<file path="src/rtl/path_replay_if.sv">
// Stack-side pop handshake and replayed-move stream between path_replay and its neighbours.
// master = path_replay (pops the stack, drives moves); slave = stack + consumer side.
interface path_replay_if #(
  parameter int WIDTH = 2
);
  logic             stk_empty;
  logic [WIDTH-1:0] stk_data;
  logic             stk_pop;
  logic [WIDTH-1:0] move;
  logic             move_valid;
  logic             move_ready;

  modport master (
    input  stk_empty, stk_data, move_ready,
    output stk_pop, move, move_valid
  );

  modport slave (
    output stk_empty, stk_data, move_ready,
    input  stk_pop, move, move_valid
  );
endinterface

</file>
<file path="src/rtl/path_replay.sv">
// Drains the solver's move stack into a local buffer, then replays the moves in push order
// on a valid/ready stream; reports the captured count and pulses done at the end.
module path_replay #(
  parameter int WIDTH    = 2,
  parameter int LENGTH   = 8,
  parameter int CNT_W    = 4,
  parameter int POP_WAIT = 3
) (
  input  logic             clk,
  input  logic             rst,
  input  logic             start,
  output logic             busy,
  output logic             done,
  output logic [CNT_W-1:0] count,
  path_replay_if.master    bus
);
  localparam int IDX_W = (LENGTH > 1) ? $clog2(LENGTH) : 1;
  localparam int WT_W  = (POP_WAIT > 1) ? $clog2(POP_WAIT) : 1;

  typedef enum logic [2:0] {
    S_IDLE, S_POP, S_WAIT, S_CAPTURE, S_EMIT, S_DONE
  } state_e;

  state_e           state_q;
  logic [WIDTH-1:0] buf_q [LENGTH];
  logic [CNT_W-1:0] wr_ptr_q;
  logic [CNT_W-1:0] wr_ptr_d;
  logic [CNT_W-1:0] count_q;
  logic [IDX_W-1:0] rd_idx_q;
  logic [WT_W-1:0]  wait_q;
  logic             stk_pop_q;
  logic             move_valid_q;
  logic             busy_q;
  logic             done_q;
  logic [WIDTH-1:0] move_q;

  assign wr_ptr_d       = wr_ptr_q + CNT_W'(1);
  assign bus.stk_pop    = stk_pop_q;
  assign bus.move       = move_q;
  assign bus.move_valid = move_valid_q;
  assign busy           = busy_q;
  assign done           = done_q;
  assign count          = count_q;

  always_ff @(posedge clk) begin
    if (rst) begin
      state_q      <= S_IDLE;
      wr_ptr_q     <= '0;
      rd_idx_q     <= '0;
      wait_q       <= '0;
      count_q      <= '0;
      stk_pop_q    <= 1'b0;
      move_q       <= '0;
      move_valid_q <= 1'b0;
      busy_q       <= 1'b0;
      done_q       <= 1'b0;
    end else begin
      stk_pop_q <= 1'b0;
      done_q    <= 1'b0;
      unique case (state_q)
        S_IDLE: begin
          if (start) begin
            count_q <= '0;
            busy_q  <= 1'b1;
            if (bus.stk_empty) begin
              state_q <= S_DONE;
              done_q  <= 1'b1;
            end else begin
              state_q   <= S_POP;
              wr_ptr_q  <= '0;
              stk_pop_q <= 1'b1;
            end
          end
        end
        S_POP: begin
          wait_q  <= WT_W'(POP_WAIT - 1);
          state_q <= S_WAIT;
        end
        S_WAIT: begin
          if (wait_q == '0) state_q <= S_CAPTURE;
          else              wait_q  <= wait_q - WT_W'(1);
        end
        S_CAPTURE: begin
          buf_q[wr_ptr_q[IDX_W-1:0]] <= bus.stk_data;
          wr_ptr_q <= wr_ptr_d;
          count_q  <= wr_ptr_d;
          if (bus.stk_empty || (wr_ptr_d == CNT_W'(LENGTH))) begin
            state_q      <= S_EMIT;
            rd_idx_q     <= wr_ptr_q[IDX_W-1:0];
            // First replayed move bypasses buf_q: that entry is only written on this edge.
            move_q       <= bus.stk_data;
            move_valid_q <= 1'b1;
          end else begin
            state_q   <= S_POP;
            stk_pop_q <= 1'b1;
          end
        end
        S_EMIT: begin
          if (bus.move_ready) begin
            if (rd_idx_q == '0) begin
              move_valid_q <= 1'b0;
              done_q       <= 1'b1;
              state_q      <= S_DONE;
            end else begin
              rd_idx_q <= rd_idx_q - IDX_W'(1);
              move_q   <= buf_q[rd_idx_q - IDX_W'(1)];
            end
          end
        end
        S_DONE: begin
          busy_q  <= 1'b0;
          state_q <= S_IDLE;
        end
        default: state_q <= S_IDLE;
      endcase
    end
  end
endmodule
</file>
<file path="src/flat_wrapper.sv">
// flat-port wrapper written by rule: the top's interface ports become plain ports
module path_replay_flat 
#(
  parameter int WIDTH    = 2,
  parameter int LENGTH   = 8,
  parameter int CNT_W    = 4,
  parameter int POP_WAIT = 3
)
  (clk, rst, start, busy, done, count, bus_stk_empty, bus_stk_data, bus_move_ready, bus_stk_pop, bus_move, bus_move_valid);
  path_replay_if #(.WIDTH(WIDTH)) bus_i ();
  input  logic clk;
  input  logic rst;
  input  logic start;
  output logic busy;
  output logic done;
  output logic [CNT_W-1:0] count;
  input wire logic [$bits(bus_i.stk_empty)-1:0] bus_stk_empty;
  input wire logic [$bits(bus_i.stk_data)-1:0] bus_stk_data;
  input wire logic [$bits(bus_i.move_ready)-1:0] bus_move_ready;
  output wire logic [$bits(bus_i.stk_pop)-1:0] bus_stk_pop;
  output wire logic [$bits(bus_i.move)-1:0] bus_move;
  output wire logic [$bits(bus_i.move_valid)-1:0] bus_move_valid;
  assign bus_i.stk_empty = bus_stk_empty;
  assign bus_i.stk_data = bus_stk_data;
  assign bus_i.move_ready = bus_move_ready;
  assign bus_stk_pop = bus_i.stk_pop;
  assign bus_move = bus_i.move;
  assign bus_move_valid = bus_i.move_valid;
  path_replay #(.WIDTH(WIDTH), .LENGTH(LENGTH), .CNT_W(CNT_W), .POP_WAIT(POP_WAIT)) u_core (.clk(clk), .rst(rst), .start(start), .busy(busy), .done(done), .count(count), .bus(bus_i));
endmodule
</file>
<file path="config.mk">
export PLATFORM = sky130hd
export DESIGN_NAME = path_replay_flat
export DESIGN_NICKNAME = d
export VERILOG_FILES = /design/src/rtl/path_replay_if.sv /design/src/rtl/path_replay.sv /design/src/flat_wrapper.sv
export SDC_FILE = /design/constraint.sdc
export NUM_CORES = 1
export LEC_CHECK = 0
export ABC_CLOCK_PERIOD_IN_PS = 2000
export BUFFER_PORTS_ARGS = -buffer_cell sky130_fd_sc_hd__buf_4
export CORE_MARGIN = 2
export CORE_UTILIZATION = 52
export DETAILED_ROUTE_END_ITERATION = 12
export HOLD_SLACK_MARGIN = 0.06
export PLACE_DENSITY_LB_ADDON = 0.1
export SYNTH_ARGS = -nofsm -noshare
export SYNTH_HDL_FRONTEND = slang
export SYNTH_SLANG_ARGS = --single-unit
</file>
<file path="constraint.sdc">
create_clock -name clk -period 2 [get_ports clk]
set_input_delay 0.3 -clock clk [delete_from_list [all_inputs] [get_ports clk]]
set_output_delay 0.3 -clock clk [all_outputs]
set_load 0.1 [all_outputs]
</file>
==> summary.md <==
| Metric | Value |
|---|---|
| Outcome | `completed` |
| Number of cells upsized or downsized after cts | `0` |
| Number of nets in the synthesized netlist | `199` |
| Vias in the first global route | `1361` |
| Placed standard-cell area | `2060 µm²` |
| Largest fanout on the critical path | `11` |
| Cell area after synthesis | `1890 µm²` |
| Worst min-delay path class | `input port to flip-flop` |
| Root buffer selected by CTS | `sky130_fd_sc_hd__clkbuf_4` |
| Htree depth | `2` |
| Number of enable flip-flop cells after synthesis | `16` |
| CTS tree | `built` |
| Setup WS pre-CTS | `0.192 ns` |
| Starting density of the core | `0.554` |
| Setup Fix Bufs, Post-CTS | `0` |
| Aggregate negative setup slack | `0 ns` |
| Final hold violations | `0` |
| Largest clock skew in the final design | `0.0110 ns` |
| Boundary Pins | `17` |
| Die height | `64.3 µm` |
| Layout fillers | `307` |
| Gr usage total | `0.208` |
| Maximum number of pins on one net before global-route repair | `26` |
| Final Slew Violations | `0` |
| Area fraction in compound gates after synthesis | `0.169` |
| Final std cell area, no fill | `2180 µm²` |
| Antenna violations before repair | `0` |
| Fin nets | `216` |
| Dominant combinational cell family by area after synthesis | `simple AND/OR/NAND/NOR gates` |
| Total clock buffers created by CTS | `5` |
| Final critical-path share of the clock period | `0.927` |
| Number of warnings issued by yosys | `0` |
| Cell Count, Final, Fillers Out | `252` |
| Number of buffers inserted for hold repair after clock tree synthesis | `0` |
| Critical-path cell with the highest stage delay | `sky130_fd_sc_hd__dfxtp_1` |
| Crit path DAT | `2.08 ns` |
| First-pass GRT wire length | `6450 µm` |
| Number of cells produced by synthesis | `188` |
| Unrepaired setup endpoints after global routing | `false` |
| Kind of end point of the critical path | `flip-flop` |
| Worst-case vdd ir drop | `0.974 mV` |
| Cell variety after synth | `52` |
| Data required time at the worst endpoint | `2.23 ns` |
| Number of cell rows | `21` |
| Max-Cap Viols | `0` |
| PD cells | `1090 nW/µm²` |
| Cell-by-cell listing of the critical path | `ha_1 -> nand2_1 -> a211o_1 -> a221oi_1 -> a211oi_2` |
| Synth Area in XOR/XNOR | `0.0185` |
| Sequential fraction of the synthesis area | `0.486` |
| Hold Path Cell Cnt | `2` |
| Number of placed instances with taps included | `244` |
| GR Overflow Total | `0` |
| Wirelength per Cell | `14.9 µm` |
| Area share of and/or/nand/nor cells after synthesis | `0.206` |
| Worst Reg-to-Reg Cells | `5` |
| Vias per Instance | `5.77` |
| Proportion of synthesized flip-flops having asynchronous set or reset | `0` |
| Total number of vias | `1454` |
| Initial DRT Pass Iterations | `4` |
| Crit path setup slack, layout | `0.146 ns` |
| Adder and majority cell fraction of the synthesized area | `0.0264` |
| Die outline area | `4140 µm²` |
| Mux cell area share after synthesis | `0.0476` |
| Pwr Total | `2.37 mW` |
| Ys flop type | `sky130_fd_sc_hd__dfxtp_1` |
| Aggregate routed wire length | `3760 µm` |
| Remaining max-slew budget at the tightest pin | `0.706` |
| Largest stage delay, worst path | `0.55 ns` |
| Avg Cell Area, Syn | `10.1 µm²` |
| Critical Setup Path Class | `flip-flop to flip-flop` |
| Hpwl dp | `2770 µm` |
| RePlAce Congestion | `0.844` |
| Post-CTS clock slew at the launch and capture registers of the worst setup and hold paths | `0.12 ns` |
| Register bit total from synthesis | `38` |
| Area growth from synthesis to layout | `14.9%` |
| Setup violations, final | `0` |
| Ant. Diodes | `0` |
| Slew at the pin closest to its max-slew limit | `0.441 ns` |
| Standard cell core area | `3420 µm²` |
| Final ANT Viol Nets | `0` |
| Chip width | `64.3 µm` |
| Highest achievable clock rate | `539 MHz` |
| Top library cells by usage in the layout, fill and taps aside | `sky130_fd_sc_hd__buf_4 (23), sky130_fd_sc_hd__dfxtp_1 (22), sky130_fd_sc_hd__nor2_1 (21)` |
| Proportion of layout cells with a drive suffix above 1 | `0.209` |
| Static leakage | `0.776 nW` |
| Minimum clock period | `1.85 ns` |
| IO buf count | `16` |
| Count of clock tree sinks | `38` |
| Kind of start point of the critical path | `flip-flop` |
| Iteration-0 DRC count of the detailed router | `127` |
| Residual DRC | `0` |
| Commonest non-fill, non-tap cell in the layout | `sky130_fd_sc_hd__buf_4` |
| CTS max path bufs | `2` |
| Source-to-sink clock delay at the later pin of the worst-skew pair | `0.35 ns` |
-- path summary, 6_finish.rpt --
check | slack (ns) | to | from
max | 0.15 | u_core.rd_idx_q[0] | u_core.wr_ptr_q[1]
min reg2reg | 0.46 | u_core.wait_q[1] | u_core.wait_q[1]
min | 0.17 | u_core.bus.stk_pop | bus_stk_empty
max reg2reg | 0.15 | u_core.rd_idx_q[0] | u_core.wr_ptr_q[1]
-- worst max-delay path: cells and delay by family, from the launching register on --
family,cells,cell delay [ns]
adders and majority gates,1,0.29
DFF,1,0.55
AOI/OAI and AO/OA,3,0.77
and+or+nand+nor,1,0.12
-- logic make-up after synthesis --
logic type,count (synthesis)
xor gates and xnor gates,4
adders and majority gates,4
DFF,38
AOI/OAI and AO/OA,48
buffers and inverters,21
muxes,4
and+or+nand+nor,69
-- where the power goes --
group / switching [mW] / internal, mW
Clock: 0.252 / 0.423
Sequential: 0.0886 / 0.875
Combinational: 0.469 / 0.259
-- final cells by class --
| type | instances | area [µm²] | area share |
|---|---|---|---|
| flip-flops and latches | 38 | 921 | 0.423 |
| repair buffers | 23 | 173 | 0.0794 |
| clock buffers | 6 | 51.3 | 0.0236 |
| multi-input cells | 129 | 883 | 0.406 |
| inverters | 8 | 30.0 | 0.0138 |
| well taps | 46 | 57.6 | 0.0265 |
| clock inverters | 2 | 60.1 | 0.0276 |
-- synth_stat cells, drive strengths merged, types with 3 or more instances --
cell type | count | area share
a21oi | 16 | 0.042
and2 | 3 | 0.0099
buf | 6 | 0.017
clkbuf | 7 | 0.015
dfxtp | 22 | 0.23
edfxtp | 16 | 0.25
ha | 4 | 0.026
inv | 8 | 0.016
mux4 | 4 | 0.048
nand2 | 12 | 0.024
nand2b | 6 | 0.020
nand3b | 4 | 0.018
nor2 | 21 | 0.042
nor3 | 4 | 0.011
nor3b | 3 | 0.020
o21ai | 9 | 0.024
o22ai | 4 | 0.013
-- routing by layer --
layer,track usage,vias to the layer above,part of all wire
met2,0.329,34,0.49
met5,0,-,0
li1,-,721,-
met4,0.0771,0,0.011
met3,0.0581,4,0.051
met1,0.272,695,0.45
-- metrics by stage --
step           hold slack (ns)   util
2_1_floorplan            0.379      -
3_3_place_gp             0.437  0.604
3_5_place_dp             0.448  0.604
4_1_cts                  0.153  0.637
5_1_grt                  0.170  0.637
6_report                 0.171  0.637
-- state kept, by name, summed over array words and instances, names as in the netlist --
name and flops:
u_core.bus.move_valid 1, u_core.done 1, u_core.rd_idx_q 3, u_core.state_q 3
u_core.bus.move 2, u_core.wr_ptr_q 4, u_core.wait_q 2, u_core.busy 1
u_core.count 4, u_core.buf_q 16, u_core.bus.stk_pop 1
No activity file was read; power rests on OpenSTA's default activity.
